--- config.mk ---
export PLATFORM = sky130hd
export DESIGN_NAME = data_path_param_flat
export DESIGN_NICKNAME = d
export VERILOG_FILES = /design/src/rtl/data_path_param_if.sv /design/src/rtl/data_path_param.sv /design/src/flat_wrapper.sv
export SDC_FILE = /design/constraint.sdc
export NUM_CORES = 1
export LEC_CHECK = 0
export CAP_MARGIN = 20
export CORE_MARGIN = 4
export CORE_UTILIZATION = 55
export CTS_CLUSTER_SIZE = 25
export DETAILED_ROUTE_END_ITERATION = 8
export PLACE_DENSITY = 0.79
export SLEW_MARGIN = 10
export SYNTH_ARGS = -nofsm -noshare
export SYNTH_HDL_FRONTEND = slang
export SYNTH_SLANG_ARGS = --single-unit
--- constraint.sdc ---
create_clock -name clk -period 4.3 [get_ports clk]
set_input_delay 0.86 -clock clk [delete_from_list [all_inputs] [get_ports clk]]
set_output_delay 0.86 -clock clk [all_outputs]
set_load 0.01 [all_outputs]
--- src/rtl/data_path_param_if.sv ---
// Control/memory-facing bundle for data_path_param. The master side is the
// control unit plus memory block; the slave side is the data path itself.
interface data_path_param_if #(
  parameter int DATA_W   = 8,
  parameter int ADDR_W   = 8,
  parameter int NUM_REGS = 4
);
  localparam int RSEL_W = $clog2(NUM_REGS);

  logic [DATA_W-1:0] from_memory;
  logic [2:0]        ALU_Sel;
  logic [1:0]        Bus1_Sel;
  logic [1:0]        Bus2_Sel;
  logic [RSEL_W-1:0] Rs_Sel;
  logic [RSEL_W-1:0] Rt_Sel;
  logic [RSEL_W-1:0] Rd_Sel;
  logic              Rd_Load;
  logic              IR_Load;
  logic              MAR_Load;
  logic              PC_Load;
  logic              PC_Inc;
  logic              CCR_Load;
  logic              MAR_Src;
  logic              SP_Inc;
  logic              SP_Dec;
  logic              SP_Fault_Clr;
  logic [3:0]        CCR_Mask;

  logic [ADDR_W-1:0] address;
  logic [DATA_W-1:0] to_memory;
  logic [DATA_W-1:0] IR_out;
  logic [3:0]        CCR_Result;
  logic              sp_fault;

  modport master (
    output from_memory, ALU_Sel, Bus1_Sel, Bus2_Sel, Rs_Sel, Rt_Sel, Rd_Sel,
           Rd_Load, IR_Load, MAR_Load, PC_Load, PC_Inc, CCR_Load, MAR_Src,
           SP_Inc, SP_Dec, SP_Fault_Clr, CCR_Mask,
    input  address, to_memory, IR_out, CCR_Result, sp_fault
  );

  modport slave (
    input  from_memory, ALU_Sel, Bus1_Sel, Bus2_Sel, Rs_Sel, Rt_Sel, Rd_Sel,
           Rd_Load, IR_Load, MAR_Load, PC_Load, PC_Inc, CCR_Load, MAR_Src,
           SP_Inc, SP_Dec, SP_Fault_Clr, CCR_Mask,
    output address, to_memory, IR_out, CCR_Result, sp_fault
  );
endinterface

--- src/rtl/data_path_param.sv ---
// Parametrised two-bus CPU data path: register file, PC, SP with sticky
// over/underflow flag, MAR, IR, ALU and masked NZVC condition codes.
module data_path_param #(
  parameter int                DATA_W   = 8,
  parameter int                ADDR_W   = 8,
  parameter int                NUM_REGS = 4,
  parameter logic [ADDR_W-1:0] PC_RESET = '0,
  parameter logic [ADDR_W-1:0] SP_RESET = '1
) (
  input logic              clk,
  input logic              reset,
  data_path_param_if.slave bus
);
  localparam int MSB = DATA_W - 1;

  logic [ADDR_W-1:0] pc, sp, mar;
  logic [DATA_W-1:0] ir;
  logic [3:0]        ccr;
  logic              sp_fault_q;
  logic [DATA_W-1:0] regs [NUM_REGS];

  logic [DATA_W-1:0] bus1, bus2, alu_a, alu_r;
  logic [DATA_W:0]   alu_ext;
  logic              alu_c, alu_v;
  logic [3:0]        nzvc;
  logic              sp_inc_only, sp_dec_only, sp_fault_set;

  assign alu_a = regs[bus.Rt_Sel];

  // Bus1 source mux; address-width registers are resized onto the data bus
  always_comb begin
    bus1 = '0;
    case (bus.Bus1_Sel)
      2'b00:   bus1 = DATA_W'(pc);
      2'b01:   bus1 = regs[bus.Rs_Sel];
      2'b10:   bus1 = DATA_W'(sp);
      default: bus1 = '0;
    endcase
  end

  // ALU: A from the register file, B from Bus1; one extra bit carries C/borrow
  always_comb begin
    alu_ext = '0;
    alu_r   = '0;
    alu_c   = 1'b0;
    alu_v   = 1'b0;
    case (bus.ALU_Sel)
      3'b000: begin
        alu_ext = {1'b0, alu_a} + {1'b0, bus1};
        alu_r   = alu_ext[MSB:0];
        alu_c   = alu_ext[DATA_W];
        alu_v   = (alu_a[MSB] == bus1[MSB]) && (alu_r[MSB] != alu_a[MSB]);
      end
      3'b001: begin
        alu_ext = {1'b0, alu_a} - {1'b0, bus1};
        alu_r   = alu_ext[MSB:0];
        alu_c   = alu_ext[DATA_W];
        alu_v   = (alu_a[MSB] != bus1[MSB]) && (alu_r[MSB] != alu_a[MSB]);
      end
      3'b010: alu_r = alu_a & bus1;
      3'b011: alu_r = alu_a | bus1;
      3'b100: alu_r = alu_a ^ bus1;
      3'b101: begin
        alu_ext = {1'b0, bus1} + (DATA_W+1)'(1);
        alu_r   = alu_ext[MSB:0];
        alu_c   = alu_ext[DATA_W];
        alu_v   = !bus1[MSB] && alu_r[MSB];
      end
      3'b110: begin
        alu_ext = {1'b0, bus1} - (DATA_W+1)'(1);
        alu_r   = alu_ext[MSB:0];
        alu_c   = alu_ext[DATA_W];
        alu_v   = bus1[MSB] && !alu_r[MSB];
      end
      default: alu_r = ~bus1;
    endcase
    nzvc = {alu_r[MSB], (alu_r == '0), alu_v, alu_c};
  end

  // Bus2 writeback mux
  always_comb begin
    bus2 = '0;
    case (bus.Bus2_Sel)
      2'b00:   bus2 = alu_r;
      2'b01:   bus2 = bus1;
      2'b10:   bus2 = bus.from_memory;
      default: bus2 = '0;
    endcase
  end

  assign sp_inc_only  = bus.SP_Inc && !bus.SP_Dec;
  assign sp_dec_only  = bus.SP_Dec && !bus.SP_Inc;
  assign sp_fault_set = (sp_dec_only && (sp == '0)) || (sp_inc_only && (sp == '1));

  // Register file write port
  always_ff @(posedge clk or posedge reset) begin
    if (reset) begin
      for (int i = 0; i < NUM_REGS; i++) regs[i] <= '0;
    end else if (bus.Rd_Load) begin
      regs[bus.Rd_Sel] <= bus2;
    end
  end

  // PC: load beats increment
  always_ff @(posedge clk or posedge reset) begin
    if (reset)            pc <= PC_RESET;
    else if (bus.PC_Load) pc <= ADDR_W'(bus2);
    else if (bus.PC_Inc)  pc <= pc + 1'b1;
  end

  // SP and its sticky fault flag; a new fault wins over a same-cycle clear
  always_ff @(posedge clk or posedge reset) begin
    if (reset) begin
      sp         <= SP_RESET;
      sp_fault_q <= 1'b0;
    end else begin
      if (sp_inc_only)      sp <= sp + 1'b1;
      else if (sp_dec_only) sp <= sp - 1'b1;
      if (sp_fault_set)          sp_fault_q <= 1'b1;
      else if (bus.SP_Fault_Clr) sp_fault_q <= 1'b0;
    end
  end

  // MAR takes the pre-edge SP so a push can load MAR and decrement together
  always_ff @(posedge clk or posedge reset) begin
    if (reset)             mar <= '0;
    else if (bus.MAR_Load) mar <= bus.MAR_Src ? sp : ADDR_W'(bus2);
  end

  // IR and per-bit masked CCR update
  always_ff @(posedge clk or posedge reset) begin
    if (reset) begin
      ir  <= '0;
      ccr <= '0;
    end else begin
      if (bus.IR_Load)  ir  <= bus2;
      if (bus.CCR_Load) ccr <= (ccr & ~bus.CCR_Mask) | (nzvc & bus.CCR_Mask);
    end
  end

  assign bus.address    = mar;
  assign bus.to_memory  = bus1;
  assign bus.IR_out     = ir;
  assign bus.CCR_Result = ccr;
  assign bus.sp_fault   = sp_fault_q;
endmodule

--- src/flat_wrapper.sv ---
// flat-port wrapper written by rule: the top's interface ports become plain ports
module data_path_param_flat 
#(
  parameter int                DATA_W   = 8,
  parameter int                ADDR_W   = 8,
  parameter int                NUM_REGS = 4,
  parameter logic [ADDR_W-1:0] PC_RESET = '0,
  parameter logic [ADDR_W-1:0] SP_RESET = '1
)
  (clk, reset, bus_from_memory, bus_ALU_Sel, bus_Bus1_Sel, bus_Bus2_Sel, bus_Rs_Sel, bus_Rt_Sel, bus_Rd_Sel, bus_Rd_Load, bus_IR_Load, bus_MAR_Load, bus_PC_Load, bus_PC_Inc, bus_CCR_Load, bus_MAR_Src, bus_SP_Inc, bus_SP_Dec, bus_SP_Fault_Clr, bus_CCR_Mask, bus_address, bus_to_memory, bus_IR_out, bus_CCR_Result, bus_sp_fault);
  data_path_param_if #(.DATA_W(DATA_W), .ADDR_W(ADDR_W), .NUM_REGS(NUM_REGS)) bus_i ();
  input logic clk;
  input logic reset;
  input wire logic [$bits(bus_i.from_memory)-1:0] bus_from_memory;
  input wire logic [$bits(bus_i.ALU_Sel)-1:0] bus_ALU_Sel;
  input wire logic [$bits(bus_i.Bus1_Sel)-1:0] bus_Bus1_Sel;
  input wire logic [$bits(bus_i.Bus2_Sel)-1:0] bus_Bus2_Sel;
  input wire logic [$bits(bus_i.Rs_Sel)-1:0] bus_Rs_Sel;
  input wire logic [$bits(bus_i.Rt_Sel)-1:0] bus_Rt_Sel;
  input wire logic [$bits(bus_i.Rd_Sel)-1:0] bus_Rd_Sel;
  input wire logic [$bits(bus_i.Rd_Load)-1:0] bus_Rd_Load;
  input wire logic [$bits(bus_i.IR_Load)-1:0] bus_IR_Load;
  input wire logic [$bits(bus_i.MAR_Load)-1:0] bus_MAR_Load;
  input wire logic [$bits(bus_i.PC_Load)-1:0] bus_PC_Load;
  input wire logic [$bits(bus_i.PC_Inc)-1:0] bus_PC_Inc;
  input wire logic [$bits(bus_i.CCR_Load)-1:0] bus_CCR_Load;
  input wire logic [$bits(bus_i.MAR_Src)-1:0] bus_MAR_Src;
  input wire logic [$bits(bus_i.SP_Inc)-1:0] bus_SP_Inc;
  input wire logic [$bits(bus_i.SP_Dec)-1:0] bus_SP_Dec;
  input wire logic [$bits(bus_i.SP_Fault_Clr)-1:0] bus_SP_Fault_Clr;
  input wire logic [$bits(bus_i.CCR_Mask)-1:0] bus_CCR_Mask;
  output wire logic [$bits(bus_i.address)-1:0] bus_address;
  output wire logic [$bits(bus_i.to_memory)-1:0] bus_to_memory;
  output wire logic [$bits(bus_i.IR_out)-1:0] bus_IR_out;
  output wire logic [$bits(bus_i.CCR_Result)-1:0] bus_CCR_Result;
  output wire logic [$bits(bus_i.sp_fault)-1:0] bus_sp_fault;
  assign bus_i.from_memory = bus_from_memory;
  assign bus_i.ALU_Sel = bus_ALU_Sel;
  assign bus_i.Bus1_Sel = bus_Bus1_Sel;
  assign bus_i.Bus2_Sel = bus_Bus2_Sel;
  assign bus_i.Rs_Sel = bus_Rs_Sel;
  assign bus_i.Rt_Sel = bus_Rt_Sel;
  assign bus_i.Rd_Sel = bus_Rd_Sel;
  assign bus_i.Rd_Load = bus_Rd_Load;
  assign bus_i.IR_Load = bus_IR_Load;
  assign bus_i.MAR_Load = bus_MAR_Load;
  assign bus_i.PC_Load = bus_PC_Load;
  assign bus_i.PC_Inc = bus_PC_Inc;
  assign bus_i.CCR_Load = bus_CCR_Load;
  assign bus_i.MAR_Src = bus_MAR_Src;
  assign bus_i.SP_Inc = bus_SP_Inc;
  assign bus_i.SP_Dec = bus_SP_Dec;
  assign bus_i.SP_Fault_Clr = bus_SP_Fault_Clr;
  assign bus_i.CCR_Mask = bus_CCR_Mask;
  assign bus_address = bus_i.address;
  assign bus_to_memory = bus_i.to_memory;
  assign bus_IR_out = bus_i.IR_out;
  assign bus_CCR_Result = bus_i.CCR_Result;
  assign bus_sp_fault = bus_i.sp_fault;
  data_path_param #(.DATA_W(DATA_W), .ADDR_W(ADDR_W), .NUM_REGS(NUM_REGS), .PC_RESET(PC_RESET), .SP_RESET(SP_RESET)) u_core (.clk(clk), .reset(reset), .bus(bus_i));
endmodule
==> summary.md <==
| Metric | Value |
|---|---|
| Num rows | 36 |
| Ant. Diodes | 0 |
| IO Count | 66 |
| CP required | 4.51 ns |
| Register area share after synthesis | 30.6% |
| PD cells | 482 mW/mm^2 |
| Sw Share | 40.2% |
| DIE WIDTH | 110 um |
| Synth async-reset ratio | 100% |
| Largest net degree at the start of global routing | 34 |
| Commonest non-fill, non-tap cell in the layout | buf_4 |
| Synthesized net count | 730 |
| Die ar. | 0.0120 mm^2 |
| Detail Route Antenna Nets | 0 |
| Wirelength per Cell | 20.1 um |
| Drt total wl | 18800 um |
| Clk slew on worst S/H paths | 0.08 ns |
| Via count of the first global-routing pass | 5728 |
| Clock Path Buffers | 2 |
| #FFs+latches synth | 69 |
| Max-slew violations | 0 |
| Initial Util | 57.3% |
| Max Fclk | 0.233 GHz |
| Status | finished, final reports clean |
| Non-Filler Instances | 933 |
| DP HPWL | 14000 um |
| Slew @ Worst Pin | 0.721 ns |
| Critical path endpoint category | register |
| Minimum clock period | 4.29 ns |
| Max-cap violation count | 0 |
| Part of the power in combinational logic | 53.8% |
| CTS Hold Bufs | 0 |
| Syn Area/Cell | 8.67 um^2 |
| Area used by multi-input combinational logic | 0.00387 mm^2 |
| Area delta synth->final | 33.7% |
| Power Total | 3.66 mW |
| CTS Buf Count | 9 |
| FILL cells | 711 |
| Final Hold Viols | 0 |
| Worst slew margin | 51.8% |
| IO Port Bufs | 65 |
| Final setup vio count | 0 |
| Layout cells sized above 1 | 25.4% |
| CP max FO | 6 |
| Switching power total | 1.47 mW |
| First-pass DRT Iterations | 6 |
| Clock sinks | 69 |
| CP startpoint kind | input port |
| Vias | 5846 |
| H-tree Lvls | 3 |
| GPL Wtd Cong | 0.986 |
| Most frequent cells in the layout | buf_4, nand2_1, dfrtp_1, clkdlybuf4s50_1, nor2_1 |
| Worst-Skew Late Latency | 0.36 ns |
| Post-synthesis cell type count | 83 |
| Leak | 3.28 nW |
| Int Power | 2.19 mW |
| GR Overflow Total | 0 |
| Placed cell count | 910 |
| Initial antenna violation count | 0 |
| Register area | 0.00174 mm^2 |
| Power share of the clock group | 17.6% |
| DRC viols | 0 |
| Nets | 870 |
| Core ar. | 0.00991 mm^2 |
| Sequential Power Share | 28.5% |
| Die H | 110 um |
| VDD IR max | 0.380 mV |
| Main synth FF type | dfrtp_1 |
| Worst Path Arrival | 4.49 ns |
| Hold Path Class | register to register |
| Mapped Area | 0.00568 mm^2 |
| Vias per cell | 6.27 |
| CTS Root Cell | clkbuf_8 |
| DRT iter0 DRCs | 612 |
| Total track usage | 31.4% |
| Final Skew | 0.00936 ns |
| First-pass GRT wire length | 29000 um |
| Crit Path Class | input port to register |
| EDFF count, synth | 0 |
| Synth warn | 0 |
| Gate Count Post-Synth | 655 |
| Fin crit share | 99.7% |
| CTS tree | yes |
==> path summary, 6_finish.rpt <==
kind / from / end / slack, ns / cells after the start
max in group asynchronous: reset / u_core.regs[29]$_DFFE_PP0P_ / 2.59 / 3
setup / recovery: bus_Rs_Sel[0] / u_core.regs[22]$_DFFE_PP0P_ / 0.01 / 16
hold reg to reg: u_core.bus.sp_fault$_DFFE_PP0P_ / u_core.bus.sp_fault$_DFFE_PP0P_ / 0.49 / 2
min in group asynchronous: reset / u_core.bus.sp_fault$_DFFE_PP0P_ / 0.93 / 2
setup reg to reg: u_core.regs[24]$_DFFE_PP0P_ / u_core.regs[22]$_DFFE_PP0P_ / 0.46 / 15
hold / removal: u_core.bus.sp_fault$_DFFE_PP0P_ / u_core.bus.sp_fault$_DFFE_PP0P_ / 0.49 / 2
==> critical path: stages <==
cell             delay [ns]
clkdlybuf4s15_1        0.28
mux4_2                 0.57
mux2i_1                0.20
o21a_1                 0.22
inv_2                  0.09
ha_4                   0.18
fa_2                   0.40
a21o_1                 0.18
a21oi_2                0.15
nor3_2                 0.06
a221oi_2               0.26
xor2_1                 0.13
a211oi_2               0.31
a31oi_4                0.20
a21oi_4                0.31
o21ai_1                0.11
==> per-stage QoR <==
| step | worst slack (ns) | util (%) | cell area (um^2) | hold WS (ns) | setup TNS (ns) |
|---|---|---|---|---|---|
| finish | 0.0125 | 76.6 | 7590 | 0.494 | 0 |
| global route | -0.105 | 76.6 | 7590 | 0.535 | -1.35 |
| CTS | 0.0198 | 74.1 | 7340 | 0.500 | 0 |
| detailed placement | -0.626 | 70.9 | 7030 | 0.475 | -24.00 |
| global placement | -0.509 | 70.9 | 7030 | 0.473 | -17.85 |
| floorplan | 0.0880 | - | 5680 | 0.458 | 0 |
==> sequential cells by signal, summed over array words and instances (netlist names), named ones only <==
| register | count |
|---|---|
| u_core.bus.IR_out | 8 |
| u_core.sp | 8 |
| u_core.bus.address | 8 |
| u_core.regs | 32 |
| u_core.pc | 8 |
| u_core.bus.sp_fault | 1 |
==> layout make-up <==
cell class | instances | area share (%)
clock inverter | 6 | 1.47
multi-input combinational | 512 | 50.9
inverter | 40 | 2.01
timing repair buffer | 163 | 18.9
sequential | 69 | 22.9
clock buffer | 10 | 1.68
tap | 133 | 2.19
==> synth_stat cells, drive strengths merged, types with 3 or more instances <==
master / count / area share [%]
dfrtp: 61 / 27
a22oi: 3 / 0.40
o31ai: 3 / 0.48
a21o: 6 / 0.79
nor2b: 13 / 1.4
a21oi: 56 / 5.3
nand2b: 7 / 0.77
nor3b: 4 / 0.53
mux4: 12 / 4.9
nand4: 6 / 0.66
and4: 4 / 0.64
o21bai: 4 / 0.53
nor2: 62 / 4.1
or2: 3 / 0.33
xnor2: 20 / 3.1
xor2: 5 / 0.77
a31oi: 10 / 1.4
a311o: 4 / 0.71
o21a: 3 / 0.40
clkbuf: 20 / 1.3
o22a: 4 / 0.62
a221oi: 4 / 0.95
inv: 38 / 2.6
buf: 14 / 1.5
fa: 3 / 1.1
o211ai: 5 / 0.66
o221ai: 3 / 0.46
nand2: 66 / 4.4
o311ai: 3 / 0.46
o22ai: 8 / 0.88
and2: 3 / 0.33
mux2i: 19 / 3.3
a211oi: 7 / 0.93
o21ai: 57 / 5.0
nand3b: 4 / 0.53
ha: 35 / 7.7
nor3: 9 / 0.99
mux2: 8 / 1.6
dfstp: 8 / 3.7
nand3: 18 / 1.6
==> cell families (layout without fill, tap and decap cells) <==
logic type | after synthesis | count (layout) | share of synthesized area, %
AOI/OAI and AO/OA | 197 | 197 | 23.2
muxes | 39 | 39 | 9.83
xor gates and xnor gates | 25 | 25 | 3.86
DFF | 69 | 69 | 30.6
adders and majority gates | 38 | 38 | 8.77
and+or+nand+nor | 213 | 213 | 18.2
buffers and inverters | 74 | 219 | 5.55
==> power groups by stage <==
stage               Clock [mW]  Combinational, mW  Sequential (mW)
finish                   0.645               1.97             1.04
floorplan                    0               1.07            0.989
detailed placement           0               1.78             1.04
global placement             0               1.72             1.03
CTS                      0.649               1.83             1.03
global route             0.686               2.14             1.06
==> routing by layer <==
metal | up-vias | part of all wire [%] | track usage, %
met2 | 311 | 50 | 54.4
met1 | 2788 | 39 | 38.7
met4 | 0 | 4.2 | 13.6
met5 | - | 0 | 0
met3 | 85 | 6.5 | 4.99
li1 | 2662 | - | -
==> repair_timing <==
action,in CTS,in global routing
setup buffers,3,4
hold endpoints to repair,0,0
setup endpoints to repair,44,45
pin swaps,7,21
resized for setup,16,61
(Power assumes the default switching activity.)
